$ cat src/rtl/regfile_wb_arbiter_if.sv
// Writeback request channels, register-file write port and RAW hazard query
// shared between the two writeback sources, the arbiter and decode.
interface regfile_wb_arbiter_if #(
  parameter int AW = 6,
  parameter int DW = 32
);
  logic          s0_valid;
  logic          s0_ready;
  logic [AW-1:0] s0_addr;
  logic [DW-1:0] s0_data;
  logic          s1_valid;
  logic          s1_ready;
  logic [AW-1:0] s1_addr;
  logic [DW-1:0] s1_data;
  logic          we3;
  logic [AW-1:0] addr3;
  logic [DW-1:0] writeData3;
  logic [AW-1:0] rd_addr1;
  logic [AW-1:0] rd_addr2;
  logic          pend1;
  logic          pend2;
  logic          err;
  logic          idle;

  modport slave (
    input  s0_valid, s0_addr, s0_data, s1_valid, s1_addr, s1_data, rd_addr1, rd_addr2,
    output s0_ready, s1_ready, we3, addr3, writeData3, pend1, pend2, err, idle
  );

  modport master (
    output s0_valid, s0_addr, s0_data, s1_valid, s1_addr, s1_data, rd_addr1, rd_addr2,
    input  s0_ready, s1_ready, we3, addr3, writeData3, pend1, pend2, err, idle
  );
endinterface

$ cat src/rtl/regfile_wb_arbiter.sv
// Two-source round-robin writeback arbiter with per-source FIFOs and a registered write stage.
// Optional REGFILE_ZERO_REG_EN: register 0 is never written and never reported as pending.
module regfile_wb_arbiter #(
  parameter int DEPTH = 2,
  parameter int AW    = 6,
  parameter int DW    = 32,
  parameter int NREGS = 32
) (
  input  logic               clk,
  input  logic               reset,
  regfile_wb_arbiter_if.slave bus
);
  localparam int PW = $clog2(DEPTH);
  localparam int CW = PW + 1;
  localparam logic [AW:0] LIM = (AW+1)'(NREGS);

  logic [1:0]    w_vld;
  logic [AW-1:0] w_in_addr [2];
  logic [DW-1:0] w_in_data [2];
  logic [AW-1:0] w_rda [2];

  logic [CW-1:0] r_cnt [2];
  logic [PW-1:0] r_rd  [2];
  logic [PW-1:0] r_wr  [2];
  logic [AW-1:0] r_faddr [2][DEPTH];
  logic [DW-1:0] r_fdata [2][DEPTH];

  logic [1:0]    w_rdy, w_ne, w_push, w_pop;
  logic          r_rr, w_sel, w_any_pop, w_oor, w_wr;
  logic [AW-1:0] w_hd_addr;
  logic [DW-1:0] w_hd_data;
  logic [1:0]    w_pend;

  logic          r_we, r_err;
  logic [AW-1:0] r_a3;
  logic [DW-1:0] r_d3;

  assign w_vld        = {bus.s1_valid, bus.s0_valid};
  assign w_in_addr[0] = bus.s0_addr;
  assign w_in_addr[1] = bus.s1_addr;
  assign w_in_data[0] = bus.s0_data;
  assign w_in_data[1] = bus.s1_data;
  assign w_rda[0]     = bus.rd_addr1;
  assign w_rda[1]     = bus.rd_addr2;

  // Ready comes from the start-of-cycle count only, so a full FIFO never takes a push while popping.
  always_comb begin
    w_rdy = '0;
    w_ne  = '0;
    for (int s = 0; s < 2; s++) begin
      w_rdy[s] = !reset && (r_cnt[s] < CW'(DEPTH));
      w_ne[s]  = (r_cnt[s] != '0);
    end
  end

  assign w_push    = w_vld & w_rdy;
  assign w_sel     = w_ne[1] && (!w_ne[0] || r_rr);
  assign w_pop[0]  = w_ne[0] && !w_sel;
  assign w_pop[1]  = w_ne[1] && w_sel;
  assign w_any_pop = |w_ne;
  assign w_hd_addr = w_sel ? r_faddr[1][r_rd[1]] : r_faddr[0][r_rd[0]];
  assign w_hd_data = w_sel ? r_fdata[1][r_rd[1]] : r_fdata[0][r_rd[0]];

  always_ff @(posedge clk) begin
    for (int s = 0; s < 2; s++) begin
      if (w_push[s]) begin
        r_faddr[s][r_wr[s]] <= w_in_addr[s];
        r_fdata[s][r_wr[s]] <= w_in_data[s];
      end
    end
  end

  always_ff @(posedge clk or posedge reset) begin
    if (reset) begin
      for (int s = 0; s < 2; s++) begin
        r_cnt[s] <= '0;
        r_rd[s]  <= '0;
        r_wr[s]  <= '0;
      end
      r_rr <= 1'b0;
    end else begin
      for (int s = 0; s < 2; s++) begin
        r_cnt[s] <= r_cnt[s] + CW'(w_push[s]) - CW'(w_pop[s]);
        if (w_push[s]) r_wr[s] <= r_wr[s] + 1'b1;
        if (w_pop[s])  r_rd[s] <= r_rd[s] + 1'b1;
      end
      if (w_ne[0] && w_ne[1]) r_rr <= !w_sel;
    end
  end

  always_comb begin
    w_oor = ({1'b0, w_hd_addr} >= LIM);
`ifdef REGFILE_ZERO_REG_EN
    w_wr  = w_any_pop && !w_oor && (w_hd_addr != '0);
`else
    w_wr  = w_any_pop && !w_oor;
`endif
  end

  always_ff @(posedge clk or posedge reset) begin
    if (reset) begin
      r_we  <= 1'b0;
      r_a3  <= '0;
      r_d3  <= '0;
      r_err <= 1'b0;
    end else begin
      r_we <= w_wr;
      if (w_wr) begin
        r_a3 <= w_hd_addr;
        r_d3 <= w_hd_data;
      end
      if (w_any_pop && w_oor) r_err <= 1'b1;
    end
  end

  // A slot is live when its distance from the read pointer is below the count.
  always_comb begin
    w_pend = '0;
    for (int p = 0; p < 2; p++) begin
      if (r_we && (r_a3 == w_rda[p])) w_pend[p] = 1'b1;
      for (int s = 0; s < 2; s++) begin
        for (int i = 0; i < DEPTH; i++) begin
          if (({1'b0, PW'(i) - r_rd[s]} < r_cnt[s]) && (r_faddr[s][i] == w_rda[p]))
            w_pend[p] = 1'b1;
        end
      end
`ifdef REGFILE_ZERO_REG_EN
      if (w_rda[p] == '0) w_pend[p] = 1'b0;
`endif
    end
  end

  assign bus.s0_ready   = w_rdy[0];
  assign bus.s1_ready   = w_rdy[1];
  assign bus.we3        = r_we;
  assign bus.addr3      = r_a3;
  assign bus.writeData3 = r_d3;
  assign bus.pend1      = w_pend[0];
  assign bus.pend2      = w_pend[1];
  assign bus.err        = r_err;
  assign bus.idle       = !w_ne[0] && !w_ne[1] && !r_we;
endmodule
$ cat src/flat_wrapper.sv
// flat-port wrapper written by rule: the top's interface ports become plain ports
module regfile_wb_arbiter_flat 
#(
  parameter int DEPTH = 2,
  parameter int AW    = 6,
  parameter int DW    = 32,
  parameter int NREGS = 32
)
  (clk, reset, bus_s0_valid, bus_s0_addr, bus_s0_data, bus_s1_valid, bus_s1_addr, bus_s1_data, bus_rd_addr1, bus_rd_addr2, bus_s0_ready, bus_s1_ready, bus_we3, bus_addr3, bus_writeData3, bus_pend1, bus_pend2, bus_err, bus_idle);
  regfile_wb_arbiter_if #(.AW(AW), .DW(DW)) bus_i ();
  input  logic clk;
  input  logic reset;
  input wire logic [$bits(bus_i.s0_valid)-1:0] bus_s0_valid;
  input wire logic [$bits(bus_i.s0_addr)-1:0] bus_s0_addr;
  input wire logic [$bits(bus_i.s0_data)-1:0] bus_s0_data;
  input wire logic [$bits(bus_i.s1_valid)-1:0] bus_s1_valid;
  input wire logic [$bits(bus_i.s1_addr)-1:0] bus_s1_addr;
  input wire logic [$bits(bus_i.s1_data)-1:0] bus_s1_data;
  input wire logic [$bits(bus_i.rd_addr1)-1:0] bus_rd_addr1;
  input wire logic [$bits(bus_i.rd_addr2)-1:0] bus_rd_addr2;
  output wire logic [$bits(bus_i.s0_ready)-1:0] bus_s0_ready;
  output wire logic [$bits(bus_i.s1_ready)-1:0] bus_s1_ready;
  output wire logic [$bits(bus_i.we3)-1:0] bus_we3;
  output wire logic [$bits(bus_i.addr3)-1:0] bus_addr3;
  output wire logic [$bits(bus_i.writeData3)-1:0] bus_writeData3;
  output wire logic [$bits(bus_i.pend1)-1:0] bus_pend1;
  output wire logic [$bits(bus_i.pend2)-1:0] bus_pend2;
  output wire logic [$bits(bus_i.err)-1:0] bus_err;
  output wire logic [$bits(bus_i.idle)-1:0] bus_idle;
  assign bus_i.s0_valid = bus_s0_valid;
  assign bus_i.s0_addr = bus_s0_addr;
  assign bus_i.s0_data = bus_s0_data;
  assign bus_i.s1_valid = bus_s1_valid;
  assign bus_i.s1_addr = bus_s1_addr;
  assign bus_i.s1_data = bus_s1_data;
  assign bus_i.rd_addr1 = bus_rd_addr1;
  assign bus_i.rd_addr2 = bus_rd_addr2;
  assign bus_s0_ready = bus_i.s0_ready;
  assign bus_s1_ready = bus_i.s1_ready;
  assign bus_we3 = bus_i.we3;
  assign bus_addr3 = bus_i.addr3;
  assign bus_writeData3 = bus_i.writeData3;
  assign bus_pend1 = bus_i.pend1;
  assign bus_pend2 = bus_i.pend2;
  assign bus_err = bus_i.err;
  assign bus_idle = bus_i.idle;
  regfile_wb_arbiter #(.DEPTH(DEPTH), .AW(AW), .DW(DW), .NREGS(NREGS)) u_core (.clk(clk), .reset(reset), .bus(bus_i));
endmodule
$ cat config.mk
export PLATFORM = sky130hd
export DESIGN_NAME = regfile_wb_arbiter_flat
export DESIGN_NICKNAME = d
export VERILOG_FILES = /design/src/rtl/regfile_wb_arbiter_if.sv /design/src/rtl/regfile_wb_arbiter.sv /design/src/flat_wrapper.sv
export SDC_FILE = /design/constraint.sdc
export NUM_CORES = 1
export LEC_CHECK = 0
export ABC_AREA = 1
export BUFFER_PORTS_ARGS = -buffer_cell sky130_fd_sc_hd__buf_4
export CORE_MARGIN = 5
export CORE_UTILIZATION = 55
export CTS_BUF_LIST = sky130_fd_sc_hd__clkbuf_4
export DETAILED_ROUTE_END_ITERATION = 8
export PLACE_DENSITY = 0.78
export SLEW_MARGIN = 20
export SYNTH_ARGS = -nofsm -noshare
export SYNTH_HDL_FRONTEND = slang
export SYNTH_SLANG_ARGS = --single-unit
$ cat constraint.sdc
create_clock -name clk -period 5.9 [get_ports clk]
set_input_delay 0.59 -clock clk [delete_from_list [all_inputs] [get_ports clk]]
set_output_delay 0.59 -clock clk [all_outputs]
set_load 0.01 [all_outputs]
==> qor.yml, run 1 <==
fin_crit_sh_pct: 65.1
most-common-layout-cells: "227 x nand2_1, 163 x nor2_1, 152 x edfxtp_1"
dr.pass1.iters: 5
path_class: "reg2reg"
wl_per_cell_um: 16.6
num_rows: 46
coreArea_sq_um: 15700
critPathLaunchType: "register"
drt_drc_violations_left: 0
hpwl_mm: 13.8
grt_pass1_vias: 6633
setup_violations: 0
grt_max_degree: 47
design_area_sq_um: 10600
layout_commonest_cell: "nand2_1"
netlist.area_leader.share_pct: 52.2
syn_inst: 862
period_needed_ns: 3.84
cts_root_buf: "clkbuf_4"
stdcell_count: 1269
die_h_um: 136
rrSetupSlack_ns: 2.06
tns_ns: 0
overflow: 0
synth_xor_area_share_pct: 3.01
grt_pass1_wl_mm: 33.5
syn_area_per_cell_sq_um: 10.1
critPathMaxFanout: 43
post-cts-setup-buffers: 0
portBuffers: 136
finalHoldViolCount: 0
yosysSeqAreaShare_pct: 66.3
synthAdderAreaFrac_pct: 0.573
skew_ns: 0.0388
synthesis.nets: 958
syn_area_sq_um: 8740
dp_cells: 1181
grt_usage_pct: 23.5
gp_congestion: 0.862
fillerInstances: 1209
synth_top_family_by_area: "simple AND/OR/NAND/NOR gates"
power_leakage_nw: 4.59
reg2reg_to: "u_core.bus.writeData3[4]"
dpl-instance-area_sq_um: 9930
status: "finished clean"
via_per_inst: 5.24
max_freq_mhz: 260
reg2reg_depth: 7
muxShareOfSynthArea_pct: 0.115
cts_resized: 0
ys_types: 27
grt_setup_unrepaired: "no"
grt_busiest_layer: "met2"
start_util_pct: 55.6
tightest_slew_ns: 1.01
antenna_cells: 0
worstHoldPathType: "in2async"
drt_iter0_drc: 461
slew_violations: 0
synthToLayoutAreaGrowth_pct: 20.9
use_met2_pct: 39.4
drv_cap: 0
synth-seq-cells: 201
grtUsageMet3_pct: 5.51
synth-compound-area-share_pct: 5.24
vias: 6654
drive_gt1_share_pct: 22.9
grt_antenna_before_repair: 0
vdd_drop_max_v: 0.000266
insertion_delay_ns: 0.64
cts_buffers: 47
die_area_sq_um: 18500
die_w_um: 136
fin_util_pct: 67.2
io_pins: 137
clkSlewWorstSetupHoldPaths_ns: 0.07
yosys.area.top_type: "edfxtp_1"
nNetsFinal: 1110
r2r-start: "u_core.r_rd[0]"
cts.sinks: 201
yosys.area_share.simple_pct: 20.5
use_met1_pct: 30.7
cts_max_level: 2
pwr_density_cell_nw_per_um2: 485
synth_area_leaders: "edfxtp_1 52%, dfrtp_1 14%, nand2_1 9.8%, nor2_1 7.2%, o21ai_0 4.5%"
dp_slack_ns: 2.10
cts_hold_buffers: 0
end_kind: "register"
crit_arrival_ns: 4.35
clockBufferDepth: 3
slew_headroom_pct: 32.4
yosysWarnings: 0
cts_tree: "yes"
setup_ws_ns: 2.06
crit_required_ns: 6.40
ant_nets: 0
wl_mm: 21.1
-- how the worst max path moves through the flow --
stage              startpoint                        to  slack, ns  cells past startpoint
3_3_place_gp   u_core.r_rd[0]       u_core.bus.addr3[5]       2.20                      7
4_1_cts        u_core.r_rd[0]  u_core.bus.writeData3[4]       2.10                      7
6_report       u_core.r_rd[0]  u_core.bus.writeData3[4]       2.06                      7
2_1_floorplan           reset      u_core.r_faddr[0][0]       2.89                      3
5_1_grt        u_core.r_rd[0]  u_core.bus.writeData3[4]       1.76                      7
3_5_place_dp   u_core.r_rd[0]  u_core.bus.writeData3[4]       2.10                      7
-- final cells by class --
class | instances | area [sq um] | area share [%]
Multi-Input combinational cell | 568 | 2600 | 24.6
Clock inverter | 16 | 93.8 | 0.888
Inverter | 54 | 203 | 1.92
Tap cell | 216 | 270 | 2.56
Sequential cell | 201 | 5790 | 54.8
Clock buffer | 72 | 541 | 5.12
Timing Repair Buffer | 142 | 1070 | 10.1
-- worst max-delay path, stage by stage, from the launching register on --
cell and delay, ns:
dfrtp_2 0.94, inv_2 0.53, nand2_1 0.19, o21ai_2 0.09, o21ai_4 0.82, nand2_2 0.77
nand2_1 0.24, nand2_1 0.08
-- registers in the layout, summed over array words and instances (netlist names) --
signal	flops
u_core.r_cnt	4
u_core.bus.writeData3	32
u_core.r_fdata	128
u_core.bus.we3	1
u_core.r_rr	1
u_core.r_rd	2
u_core.r_wr	2
u_core.r_faddr	24
u_core.bus.err	1
u_core.bus.addr3	6
-- cell families after synthesis --
logic type	Yosys count
compound gates	88
xor+xnor	30
fa+ha+maj	4
buf+inv	93
flops	201
mux	1
simple gates	445
-- report_power, final --
group | total (W) | internal [W] | switching, W
Combinational | 0.00190 | 0.000663 | 0.00123
Sequential | 0.00209 | 0.00184 | 0.000246
Clock | 0.00114 | 0.000605 | 0.000533
-- synth_stat cells --
library cell	count
edfxtp_1	152
o21ai_0	79
ha_1	4
nor3_1	4
xor2_1	14
xnor2_1	16
inv_1	46
o21ai_1	1
nand2_1	227
o21ai_4	1
o21bai_1	1
buf_2	6
nand4_1	33
buf_1	3
mux2i_1	1
clkbuf_1	26
dfrtp_1	49
nand2_4	1
nand2_2	3
a21oi_1	5
buf_4	2
inv_2	8
nand3b_1	1
buf_6	2
nor2_1	167
nand3_1	9
o21ai_2	1
-- through the flow --
step                      power [W]  hold slack [ns]
after floorplan             0.00332            0.453
after global placement      0.00393            0.468
after detailed placement    0.00401            0.471
after CTS                   0.00514           0.0414
after global routing        0.00550           0.0496
final                       0.00512           0.0470
-- layer usage --
metal	share of wire, %	vias up	wire (um)
li1	-	3186	-
met1	40	3121	8360
met2	49	315	10300
met3	9.3	32	1950
met4	2.2	0	456
met5	0	-	0
Note: power is estimated with default switching activity, not from simulation.
==> run 2, diff against run 1 <==
- clock period: 5.9 -> 3.6 ns (I/O delays scaled with it)
==> run 2 against run 1 <==
Effect of this change:
- critical path depth fell by 1
- worst hold slack improved by 0.16 ns
- via count rose by 5.5%
- final cell count rose by 6.7%
- core utilization rose by 5.6 points
- setup slack got worse by 1.2 ns
- combinational power rose by 76%
- total power rose by 70%
- first-iteration DRC count rose by 34%
- critical endpoint is now bus_pend2
==> qor.yml, run 2 (synthesized netlist as in run 1, its figures left out) <==
drv_cap: 0
multiInputGateArea_sq_um: 2600
grtUsageMet3_pct: 5.48
cts_tree: "yes"
portBuffers: 136
grt_antenna_before_repair: 0
drt_iter0_drc: 619
finalHoldViolCount: 0
num_rows: 46
dr.pass1.iters: 5
critPathLaunchType: "register"
fillerInstances: 1120
drive_gt1_share_pct: 22.7
grt_pass1_wl_mm: 36.0
p_sw_share_pct: 38.9
use_met2_pct: 42.0
tightest_slew_ns: 0.893
grt_pass1_vias: 7114
grt_busiest_layer: "met2"
status: "finished clean"
vdd_drop_max_v: 0.000485
crit_arrival_ns: 2.41
pwr-share-seq_pct: 38.6
critPathMaxFanout: 36
grt_setup_unrepaired: "no"
insertion_delay_ns: 0.64
overflow: 0
start_util_pct: 55.6
cts_root_buf: "clkbuf_4"
cts_max_level: 2
drt_drc_violations_left: 0
wl_mm: 22.6
die_h_um: 136
io_pins: 137
die_w_um: 136
synthToLayoutAreaGrowth_pct: 31.0
most-common-layout-cells: "227 x nand2_1, 163 x nor2_1, 152 x edfxtp_1"
antenna_cells: 0
grt_max_degree: 50
crit_required_ns: 3.24
power_leakage_nw: 4.98
layout_commonest_cell: "nand2_1"
nNetsFinal: 1192
vias: 7020
setup_violations: 0
slew_violations: 0
wl_per_cell_um: 16.7
clockBufferDepth: 3
design_area_sq_um: 11400
coreArea_sq_um: 15700
ff_latch_area_sq_um: 5790
die_area_sq_um: 18500
tns_ns: 0
largest_register_ffs: 128
ant_nets: 0
gp_congestion: 0.863
share_comb_of_total_power_pct: 38.5
max_freq_mhz: 361
p_sw_w: 0.00338
grt_usage_pct: 25.1
use_met1_pct: 32.5
cts.sinks: 201
path_class: "reg2out"
pwr_density_cell_nw_per_um2: 760
via_per_inst: 5.18
fin_crit_sh_pct: 77.0
clkPwrFrac_pct: 22.9
intPower_w: 0.00531
clkSlewWorstSetupHoldPaths_ns: 0.07
hpwl_mm: 13.8
dpl-instance-area_sq_um: 9980
cts_buffers: 50
end_kind: "primary output"
period_needed_ns: 2.77
skew_ns: 0.0243
slew_headroom_pct: 40.2
worstHoldPathType: "in2reg"
run 2: cell types whose count changed in the layout (fill, tap and decap cells not counted), sizes merged:
cell,delta
bufinv,-1
clkbuf,+18
dlygate4sd3,+77
buf,+2
clkinv,-12
inv,+1
run 2: worst max-delay path, stage by stage, from the launching register on:
cell and delay [ns]:
dfrtp_2 0.41, inv_2 0.51, a21oi_1 0.28, nor3_1 0.25
nand2_1 0.08, nand3_1 0.10, buf_4 0.13
run 2: area by class of cell:
class / instances / area share, %
clock buffers: 90 / 5.90
clock inverters: 4 / 0.164
inverters: 54 / 1.79
multi-input cells: 568 / 22.7
flip-flops and latches: 201 / 50.6
well taps: 216 / 2.36
repair buffers: 221 / 16.5
run 2: through the flow:
step,std cells,hold slack [ns],total power (W),utilization [%],setup slack (ns)
after global routing,1354,0.190,0.00930,72.8,0.600
after detailed placement,1183,0.467,0.00667,63.5,1.21
final,1354,0.203,0.00869,72.8,0.828
after floorplan,862,0.453,0.00545,-,0.800
after global placement,1181,0.469,0.00652,63.2,1.19
after CTS,1354,0.146,0.00873,72.8,0.785
run 2: final timing paths:
path / from / endpoint / slack [ns] / cells past startpoint
worst max-delay path: u_core.r_rd[0] / bus_pend2 / 0.83 / 6
worst min-delay path: bus_s0_valid / u_core.r_wr[1] / 0.20 / 3
worst max register to register: u_core.r_cnt[1] / u_core.bus.writeData3[12] / 1.16 / 7
worst min register to register: u_core.bus.writeData3[18] / u_core.bus.writeData3[18] / 0.48 / 2
max in group asynchronous: reset / u_core.r_rd[1] / 2.67 / 3
min in group asynchronous: reset / u_core.bus.writeData3[27] / 0.44 / 3
run 2: per-layer routing:
layer | part of all wire, % | vias to the layer above
met5 | 0 | -
met1 | 40 | 3296
met4 | 2.2 | 0
met2 | 50 | 327
li1 | - | 3355
met3 | 8.0 | 42
run 2: power groups by stage:
stage | clock network [W] | registers, W | logic [W]
floorplan | 0 | 0.00337 | 0.00208
global route | 0.00218 | 0.00340 | 0.00373
CTS | 0.00203 | 0.00334 | 0.00335
finish | 0.00199 | 0.00336 | 0.00335
detailed placement | 0 | 0.00338 | 0.00329
global placement | 0 | 0.00339 | 0.00314
run 2: repair_timing:
action                                  CTS  global route
endpoints found under the setup margin    0             0
buffers inserted                          0             0
hold endpoints to repair                201             0
gates resized for setup                   0             0
hold buffers                             77             0
